`src/rtl/gain_sample_mixer.sv`:
```
`default_nettype none
// ============================================================================
// Module  : gain_sample_mixer
// Brief   : Time-multiplexed per-frame instrument mixer with gain, mute,
//           guard-bit accumulation and saturated output.
// Revision: 1.0 - initial release
// ============================================================================
module gain_sample_mixer #(
  parameter int INSTRUMENT_COUNT = 8,
  parameter int SAMPLE_WIDTH     = 16,
  parameter int GAIN_WIDTH       = 8,
  parameter int SAMPLE_PERIOD    = 2272
) (
  input  logic                                         clk,
  input  logic                                         rst,
  input  logic [INSTRUMENT_COUNT-1:0][SAMPLE_WIDTH-1:0] din,
  input  logic [INSTRUMENT_COUNT-1:0]                   din_valid,
  output logic [INSTRUMENT_COUNT-1:0]                   din_ready,
  input  logic [INSTRUMENT_COUNT-1:0][GAIN_WIDTH-1:0]   gain,
  input  logic [INSTRUMENT_COUNT-1:0]                   mute,
  output logic [SAMPLE_WIDTH-1:0]                       dout,
  output logic                                         dout_valid,
  output logic                                         clip
);

  localparam int CNT_W  = $clog2(SAMPLE_PERIOD);
  localparam int SCAN_W = $clog2(INSTRUMENT_COUNT);
  localparam int PROD_W = SAMPLE_WIDTH + GAIN_WIDTH + 1;
  localparam int TERM_W = SAMPLE_WIDTH + 2;
  localparam int ACC_W  = SAMPLE_WIDTH + $clog2(INSTRUMENT_COUNT) + 2;

  localparam logic [CNT_W-1:0]        c_cnt_last    = CNT_W'(SAMPLE_PERIOD - 1);
  localparam logic [CNT_W-1:0]        c_cnt_win_end = CNT_W'(SAMPLE_PERIOD - 3);
  localparam logic [SCAN_W-1:0]       c_scan_last   = SCAN_W'(INSTRUMENT_COUNT - 1);
  localparam logic signed [ACC_W-1:0] c_sat_max =
    {{(ACC_W-SAMPLE_WIDTH+1){1'b0}}, {(SAMPLE_WIDTH-1){1'b1}}};
  localparam logic signed [ACC_W-1:0] c_sat_min =
    {{(ACC_W-SAMPLE_WIDTH+1){1'b1}}, {(SAMPLE_WIDTH-1){1'b0}}};

  logic [CNT_W-1:0]            frame_cnt_q, frame_cnt_d;
  logic [SCAN_W-1:0]           scan_q, scan_d;
  logic [INSTRUMENT_COUNT-1:0] consumed_q, consumed_d;
  logic                        p1_valid_q, p1_valid_d;
  logic signed [TERM_W-1:0]    p1_q, p1_d;
  logic signed [ACC_W-1:0]     acc_q, acc_d;
  logic [SAMPLE_WIDTH-1:0]     dout_q, dout_d;
  logic                        dout_valid_q, dout_valid_d;
  logic                        clip_q, clip_d;

  logic                        frame_end;
  logic                        in_window;
  logic [INSTRUMENT_COUNT-1:0] hs;
  logic signed [PROD_W-1:0]    prod;
  logic signed [ACC_W-1:0]     term_ext;
  logic                        sat_hi;
  logic                        sat_lo;
  logic [SAMPLE_WIDTH-1:0]     sat_val;

  assign frame_end = (frame_cnt_q == c_cnt_last);
  // Window closes two clocks early so the two-stage pipeline drains before the frame-end clear.
  assign in_window = (frame_cnt_q <= c_cnt_win_end);

  for (genvar i = 0; i < INSTRUMENT_COUNT; i++) begin : g_ready
    assign din_ready[i] = (scan_q == SCAN_W'(i)) & ~consumed_q[i] & ~mute[i] & in_window & ~rst;
  end

  assign hs       = din_valid & din_ready;
  assign prod     = PROD_W'($signed(din[scan_q])) * PROD_W'($signed({1'b0, gain[scan_q]}));
  assign term_ext = ACC_W'(p1_q);

  assign sat_hi  = (acc_q > c_sat_max);
  assign sat_lo  = (acc_q < c_sat_min);
  assign sat_val = sat_hi ? {1'b0, {(SAMPLE_WIDTH-1){1'b1}}} :
                   sat_lo ? {1'b1, {(SAMPLE_WIDTH-1){1'b0}}} :
                            acc_q[SAMPLE_WIDTH-1:0];

  always_comb begin
    frame_cnt_d  = frame_end ? '0 : frame_cnt_q + 1'b1;
    scan_d       = (scan_q == c_scan_last) ? '0 : scan_q + 1'b1;
    consumed_d   = frame_end ? '0 : (consumed_q | hs);
    p1_valid_d   = |hs;
    // Arithmetic shift gives floor rounding toward minus infinity.
    p1_d         = TERM_W'(prod >>> (GAIN_WIDTH - 1));
    acc_d        = acc_q;
    if (frame_end) begin
      acc_d = '0;
    end else if (p1_valid_q) begin
      acc_d = acc_q + term_ext;
    end
    dout_d       = frame_end ? sat_val : dout_q;
    dout_valid_d = frame_end;
    clip_d       = frame_end & (sat_hi | sat_lo);
  end

  always_ff @(posedge clk) begin
    if (rst) begin
      frame_cnt_q  <= '0;
      scan_q       <= '0;
      consumed_q   <= '0;
      p1_valid_q   <= 1'b0;
      p1_q         <= '0;
      acc_q        <= '0;
      dout_q       <= '0;
      dout_valid_q <= 1'b0;
      clip_q       <= 1'b0;
    end else begin
      frame_cnt_q  <= frame_cnt_d;
      scan_q       <= scan_d;
      consumed_q   <= consumed_d;
      p1_valid_q   <= p1_valid_d;
      p1_q         <= p1_d;
      acc_q        <= acc_d;
      dout_q       <= dout_d;
      dout_valid_q <= dout_valid_d;
      clip_q       <= clip_d;
    end
  end

  assign dout       = dout_q;
  assign dout_valid = dout_valid_q;
  assign clip       = clip_q;

endmodule
`default_nettype wire
```
`config.mk`:
```
export PLATFORM = sky130hd
export DESIGN_NAME = gain_sample_mixer
export DESIGN_NICKNAME = d
export VERILOG_FILES = /design/src/rtl/gain_sample_mixer.sv
export SDC_FILE = /design/constraint.sdc
export NUM_CORES = 1
export LEC_CHECK = 0
export CAP_MARGIN = 40
export CORE_MARGIN = 3
export CORE_UTILIZATION = 52
export DETAILED_ROUTE_END_ITERATION = 6
export GPL_TIMING_DRIVEN = 0
export PLACE_DENSITY_LB_ADDON = 0.15
export SYNTH_ARGS = -nofsm -noshare
export SYNTH_HDL_FRONTEND = slang
export SYNTH_SLANG_ARGS = --single-unit
```
`constraint.sdc`:
```
create_clock -name clk -period 9.3 [get_ports clk]
set_input_delay 0.93 -clock clk [delete_from_list [all_inputs] [get_ports clk]]
set_output_delay 0.93 -clock clk [all_outputs]
set_load 0.03 [all_outputs]
```
After elaboration in Yosys (flattened, before gate mapping)
Cells that the tools add are included.
{"block": "word_totals", "register_bits": 81, "word_cells": 88}
{"block": "classes", "n_eq_ne": 8, "n_reduce_logical": 4, "n_bitwise": 53, "n_mux": 6, "multipliers": 1, "magnitude_cmp": 4, "addsub": 3}
{"cell": "binary-select mux 16 bit (select 3 bit)", "count": 1}
{"cell": "2-to-1 mux 16 bit", "count": 3}
{"cell": "AND 1 bit", "count": 33}
{"cell": "multiplier 16 x 9 -> 25 bit", "count": 1}
{"cell": "binary-select mux 8 bit (select 3 bit)", "count": 1}
{"cell": "adder 21 x 18 -> 21 bit", "count": 1}
{"cell": "greater-than comparator 21 x 16 -> 1 bit (second input constant)", "count": 1}
{"cell": "< comparator 21 x 16 -> 1 bit (second input constant)", "count": 1}
{"cell": "NOT 1 bit", "count": 17}
{"cell": "adder 12 x 1 -> 12 bit (second input constant)", "count": 1}
{"cell": "equality test 12 bit (second input constant)", "count": 1}
{"cell": "equality test 3 bit (second input constant)", "count": 4}
{"cell": "<= comparator 12 bit (second input constant)", "count": 1}
{"cell": "AND 8 bit", "count": 1}
{"cell": "2-to-1 mux 8 bit", "count": 1}
{"cell": "OR 8 bit", "count": 1}
{"cell": "OR reduction 8 bit", "count": 1}
{"cell": "equality test 3 x 2 -> 1 bit (second input constant)", "count": 2}
{"cell": "< comparator 3 x 4 -> 1 bit (second input constant)", "count": 1}
{"cell": "OR reduction 2 bit", "count": 2}
{"cell": "adder 3 x 1 -> 3 bit (second input constant)", "count": 1}
{"cell": "equality test 3 x 1 -> 1 bit (second input constant)", "count": 1}
{"cell": "logical NOT 3 bit", "count": 1}
{"cell": "OR 1 bit", "count": 1}

Longest topological paths before layout
Gate-level depths: netlist of the first run.
{"block": "depth", "depth_word": 7, "ltp_mapped": 26, "depth_no_buf": 22}

Worst setup path after synthesis of the first run
OpenSTA, ideal clock, no wires.
{"block": "synth_timing", "path_kind": "reg2reg", "start": "reg scan_q[0]", "end": "reg p1_q[17]", "path_stages_with_launch": 27, "period_less_slack_ns": 6.620, "required_time_ns": 9.177, "arrival_time_ns": 6.497, "setup_slack_ns": 2.680, "path_cell_list": "dfxtp_1 > buf_6 > buf_6 > buf_2 > buf_2 > mux4_2 > mux2i_1 > nor2_1 > fa_1 > inv_1 > fa_1 > inv_1 > fa_1 > inv_1 > fa_1 > inv_1 > ha_1 > and4_1 > a21oi_1 > o22ai_1 > a211oi_1 > o2111ai_1 > nand2_1 > o211ai_1 > a31o_2 > a21oi_2 > mux2_1"}
{"block": "synth_via", "elab_chain_len": 3, "word_cells_on_any_way": 5, "cone_classes": "mul: 1; mux: 4"}
{"element": "start: declaration", "line_no": "41", "text": "logic [SCAN_W-1:0] scan_q, scan_d;"}
{"element": "start signal: assignment", "line_no": "108", "text": "scan_q <= scan_d;"}
{"element": "binary-select mux 16 bit (select 3 bit) or binary-select mux 8 bit (select 3 bit) (tied branches)", "line_no": "68", "text": "assign prod = PROD_W'($signed(din[scan_q])) * PROD_W'($signed({1'b0, gain[scan_q]}));"}
{"element": "2-to-1 mux 16 bit (not written as such) or 2-to-1 mux 8 bit (tied branches)", "line_no": "68"}
{"element": "multiplier 16 x 9 -> 25 bit (*)", "line_no": "68"}
{"element": "end signal: assignment", "line_no": "111", "text": "p1_q <= p1_d;"}
{"element": "end: declaration", "line_no": "44", "text": "logic signed [TERM_W-1:0] p1_q, p1_d;"}
Mark *: on every way between the ends. The rest lies on a longest branch, timed or not. The select of a mux whose other input is x is not followed.
A chain may end at the register's enable or synchronous reset.

Final worst setup path of the first run
{"block": "layout_timing", "start": "reg scan_q[1]", "end": "reg p1_q[17]"}
Same word-level chain as after synthesis.

==> results of run 1 <==
## placed cells by master, fill, tap and decap left out, types with 17 or more instances in the layout
cell type        netlist  final
nor2_1               178    178
ha_1                  75     75
nand3_1               22     22
fa_1                 102    102
xor2_1                21     21
clkdlybuf4s50_1        0    234
mux2i_1               37     37
xnor2_1               25     25
dfxtp_1               81     81
a21oi_1               43     43
clkbuf_1              30     30
mux4_2                48     48
nand2_1               71     71
inv_1                163    163
a211oi_1              17     17
## per-stage QoR
stage	power [mW]	util	area (µm²)
final	4.56	0.705	12500
after global routing	5.18	0.705	12500
after CTS	4.59	0.705	12500
after detailed placement	4.25	0.689	12200
after global placement	4.15	0.689	12200
after floorplan	3.49	-	9550
## cell type report
cell class	count	area, µm²
multi-input combinational	770	7150
fill	1409	5200
timing repair buffer	234	2340
sequential	81	1620
inverter	164	616
tap	225	282
clock buffer	9	225
buffer	38	164
clock inverter	7	53.8
## cells by family after synthesis
| family | share of synthesized area |
|---|---|
| flip-flops | 0.170 |
| multiplexers | 0.153 |
| XOR/XNOR | 0.0422 |
| AO/OA/AOI/OAI | 0.0816 |
| AND/OR/NAND/NOR | 0.159 |
| adder cells (fa/ha/maj) | 0.312 |
| buffers and inverters | 0.0816 |
## power breakdown
part	total (mW)	internal [mW]	leakage [nW]	switching, mW
clock network	0.327	0.183	0.140	0.144
logic	3.78	1.69	4.89	2.09
registers	0.450	0.424	0.660	0.0256
## sequential cells by signal (all words and copies together), names as in the netlist
name,flops
dout_valid,1
dout,16
acc_q,21
p1_q,18
consumed_q,8
clip,1
scan_q,3
frame_cnt_q,12
p1_valid_q,1
## path summary, 6_finish.rpt
check                      from            end  slack, ns  depth (start not counted)
hold reg to reg   consumed_q[4]  consumed_q[4]       0.45                          2
setup reg to reg      scan_q[1]       p1_q[17]       1.58                         25
hold / removal    consumed_q[4]  consumed_q[4]       0.45                          2
setup / recovery      scan_q[1]       p1_q[17]       1.58                         25
## critical path: stages (launching register included)
cell and delay [ns]:
dfxtp_1 0.36, clkbuf_1 0.41, clkbuf_1 0.49, mux4_2 0.39
mux2i_1 0.59, clkbuf_1 0.44, nor2_1 0.13, fa_1 0.55
inv_1 0.05, fa_1 0.47, inv_1 0.05, fa_1 0.52
inv_1 0.05, fa_1 0.52, inv_1 0.04, ha_1 0.35
and4_1 0.26, a21oi_1 0.14, o22ai_1 0.09, a211oi_1 0.38
o2111ai_1 0.22, nand2_1 0.13, o211ai_1 0.18, a31o_2 0.31
a21oi_2 0.14, mux2_1 0.32
## per-layer routing
metal | up-vias | share of wire
met5 | - | 0
met1 | 3843 | 0.38
met2 | 253 | 0.54
met4 | 0 | 0.028
met3 | 38 | 0.049
li1 | 3972 | -
==> run_results.csv, run 1 <==
group,metric,value,unit
clock_network,post-cts-setup-buffer-count,0,
global_route,top_usage_layer,"met2",
clock_network,clk_latency,0.34,ns
timing,drv_slew,0,
clock_network,cts-root-buf,"clkbuf_16",
power,vdd_ir_drop_max,446,µV
clock_network,clkTransAtPathRegs,0.07,ns
flow_run,max_cap_violations,0,
yosys,yosys.cell_types.count,61,
clock_network,cts.path.max_buffers,2,
yosys,syn_avg_cell_area,9.07,µm²
timing,finalWorstSetupSlack,1.58,ns
global_route,grt_pass1_wl,41.4,mm
finish,final_cells,1528,
yosys,yosys-top-cells-count,"nor2_1, inv_1, fa_1",
floorplanning,die_h,142,µm
clock_network,h-tree-depth,3,
yosys,ys_async_sr_fraction,0,
timing,relSlewSlack,0.372,
timing,clock_skew,0.00900,ns
finish,nets,1685,
worst_setup_path,cp_max_fo,10,
floorplanning,dieArea,20000,µm²
yosys,synth_fp_nets,1440,
place,pre_cts_slack,1.42,ns
timing,tns,0,ns
yosys,ys_ff_latch,81,
yosys,yosysTopAreaCell,"fa_1",
worst_setup_path,end_kind,"flop",
global_route,grt-ovfl-total,0,
timing,setup_viol,0,
clock_network,clock-sinks,81,
worst_setup_path,arrival,7.95,ns
clock_network,cts_hold_buffers,0,
yosys,syn_area,9550,µm²
global_route,grt_use_total,0.260,
yosys,synth_top_flop_cell,"dfxtp_1",
yosys,synth_edf_count,0,
worst_setup_path,required,9.52,ns
drt,drtIter0Drc,481,
drt,first_pass_iters,5,
worst_setup_path,criticalPathCategory,"flop to flop",
yosys,yosys_warnings,0,
timing,worst_hold_slack,0.450,ns
global_route,gr-usage-met3,0.0371,
worst_setup_path,start_kind,"flop",
place,numPortBuffers,234,
clock_network,cts_tree,"yes",
global_route,antenna_found_initial,0,
timing,tightest_slew,0.916,ns
drt,avgViaCountPerCell,5.30,
place,dp.cells,1512,
floorplanning,start_util,0.541,
timing,rsz0062_at_grt,"false",
place,place_hpwl,21.8,mm
global_route,grt_max_degree,16,
hold_path,hold_path.class,"flop to flop",
power,power_leakage,5.69,nW
clock_network,numCtsBuffers,9,
yosys,syn_inst,1053,
floorplanning,coreArea,17700,µm²
yosys,ys_seq_area_frac,0.170,
yosys,ys_top_cells_by_area,"fa_1, dfxtp_1, mux4_2",
finish,syn_to_final_growth,30.4,%
finish,antenna_cells,0,
outcome,status,"completed",
drt,routedWlPerCell,16.4,µm
drt,ant_nets,0,
floorplanning,std_cell_rows,48,
drt,drc_errors,0,
global_route,grtUsageMet1,0.297,
global_route,use_met2,0.497,
timing,max_freq,130,MHz
place,place_congestion,0.895,
timing,timing.final.hold_violations,0,
power,p_per_area,366,nW/µm²
timing,fin_crit,7.72,ns
floorplanning,fp.dieW,142,µm
floorplanning,ios,236,
drt,routed_wl,25.1,mm
yosys,yosys.area.top_type_share,0.214,
drt,via_count,8106,
global_route,grt_pass1_vias,8514,
clock_network,ctsResizeCount,0,
yosys,yosysMostFrequentCell,"nor2_1",
timing,fin_crit_sh,0.830,
finish,drive_gt1_frac,0.0691,
No activity file was read; power rests on OpenSTA's default activity.
==> run 2: changes to the inputs <==
- clock period: 9.3 -> 8.1 ns (I/O delays scaled with it)
==> run_results.csv, run 2 (synthesized netlist as in run 1, its figures left out) <==
group,metric,value,unit
floorplanning,die_h,142,µm
clock_network,cts_tree,"yes",
drt,first_pass_iters,5,
timing,tns,0,ns
clock_network,post-cts-setup-buffer-count,0,
clock_network,clkTransAtPathRegs,0.07,ns
global_route,grt_pass1_wl,41.4,mm
flow_run,max_cap_violations,0,
floorplanning,std_cell_rows,48,
finish,top_register,"acc_q",
drt,ant_nets,0,
hold_path,whs_path_depth,2,
hold_path,hold_start,"consumed_q[4]",
finish,drive_gt1_frac,0.0714,
timing,finalWorstSetupSlack,0.452,ns
timing,fin_crit,7.65,ns
timing,clock_skew,0.00879,ns
timing,relSlewSlack,0.372,
floorplanning,ios,236,
clock_network,h-tree-depth,3,
finish,final_common_cell,"clkdlybuf4s50_1",
worst_setup_path,arrival,7.87,ns
finish,syn_to_final_growth,30.5,%
clock_network,clock-sinks,81,
finish,final_util,0.706,
worst_setup_path,rr_startpoint,"scan_q[1]",
hold_path,hold_path.class,"flop to flop",
finish,nets,1685,
floorplanning,start_util,0.541,
timing,fin_crit_sh,0.944,
floorplanning,dieArea,20000,µm²
place,place_hpwl,21.8,mm
clock_network,clk_latency,0.34,ns
worst_setup_path,required,8.32,ns
timing,drv_slew,0,
timing,rsz0062_at_grt,"false",
place,place_congestion,0.895,
global_route,grt_use_total,0.260,
drt,drtIter0Drc,481,
worst_setup_path,cp_max_fo,10,
finish,antenna_cells,0,
worst_setup_path,start_kind,"flop",
worst_setup_path,crit_slowest_cell,"mux2i_1",
timing,worst_hold_slack,0.450,ns
drt,routedWlPerCell,16.5,µm
global_route,grt-ovfl-total,0,
finish,largest_reg_flops,21,
global_route,grt_pass1_vias,8514,
worst_setup_path,end_kind,"flop",
global_route,gr-usage-met3,0.0371,
drt,routed_wl,25.3,mm
global_route,grt_max_degree,16,
place,numPortBuffers,234,
power,p_per_area,420,nW/µm²
outcome,status,"completed",
floorplanning,coreArea,17700,µm²
global_route,grtUsageMet1,0.297,
worst_setup_path,r2r_slack,0.45,ns
global_route,top_usage_layer,"met2",
worst_setup_path,r2r_end,"p1_q[17]",
place,pre_cts_slack,0.302,ns
timing,setup_viol,0,
drt,via_count,8109,
timing,max_freq,131,MHz
power,power_leakage,5.68,nW
power,vdd_ir_drop_max,516,µV
worst_setup_path,r2r_cells,25,
global_route,use_met2,0.497,
clock_network,cts-root-buf,"clkbuf_16",
clock_network,cts.path.max_buffers,2,
drt,drc_errors,0,
worst_setup_path,cp_slowest_stage_delay,0.55,ns
hold_path,whs_endpoint,"consumed_q[4]",
power,fin_total_pwr,5.24,mW
clock_network,numCtsBuffers,9,
drt,avgViaCountPerCell,5.31,
clock_network,cts_hold_buffers,0,
timing,timing.final.hold_violations,0,
floorplanning,fp.dieW,142,µm
finish,layout_common_cells,"clkdlybuf4s50_1, nor2_1, inv_1, fa_1, dfxtp_1",
worst_setup_path,criticalPathCategory,"flop to flop",
global_route,antenna_found_initial,0,
timing,tightest_slew,0.915,ns
==> run 2: how the worst max path moves through the flow <==
stage / endpoint / slack (ns) / start / cells past startpoint
6_report: p1_q[17] / 0.45 / scan_q[1] / 25
5_1_grt: p1_q[17] / 0.001 / scan_q[2] / 25
4_1_cts: p1_q[17] / 0.28 / scan_q[1] / 25
3_5_place_dp: p1_q[17] / 0.30 / scan_q[1] / 25
3_3_place_gp: p1_q[17] / 0.36 / scan_q[1] / 25
2_1_floorplan: p1_q[17] / 1.48 / scan_q[0] / 26
==> run 2: stage by stage <==
stage / cell area, µm² / std cells
after floorplan: 9550 / 1053
after global placement: 12200 / 1512
after detailed placement: 12200 / 1512
after CTS: 12500 / 1528
after global routing: 12500 / 1528
final: 12500 / 1528
==> run 2: layout make-up <==
type / instances / area (µm²)
plain buffers: 38 / 165
clock buffers: 9 / 225
clock inverters: 7 / 53.8
fillers: 1409 / 5200
inverters: 164 / 616
multi-input cells: 770 / 7160
flip-flops and latches: 81 / 1620
well taps: 225 / 282
repair buffers: 234 / 2340
==> run 2: layer usage <==
| layer | vias to the layer above | routed length, µm |
|---|---|---|
| met1 | 3841 | 9680 |
| met4 | 0 | 736 |
| met5 | - | 0 |
| met3 | 42 | 1210 |
| li1 | 3970 | - |
| met2 | 256 | 13600 |
==> run 2: where the power goes <==
group	switching [mW]	internal (mW)	total [mW]
Combinational	2.40	1.95	4.35
Clock	0.165	0.210	0.375
Sequential	0.0294	0.487	0.516
Total	2.60	2.64	5.24
==> run 2: what timing repair did <==
| action | CTS | global route |
|---|---|---|
| gates resized for setup | 0 | 4 |
| setup endpoints to repair | 0 | 2 |
| hold endpoints to repair | 0 | 0 |
==> run 2: critical path: cells and delay by family (launching register included) <==
kind,cells,cell delay (ns)
buf+inv,7,1.54
simple gates,3,0.52
mux,3,1.26
fa+ha+maj,5,2.38
compound gates,7,1.46
flops,1,0.36
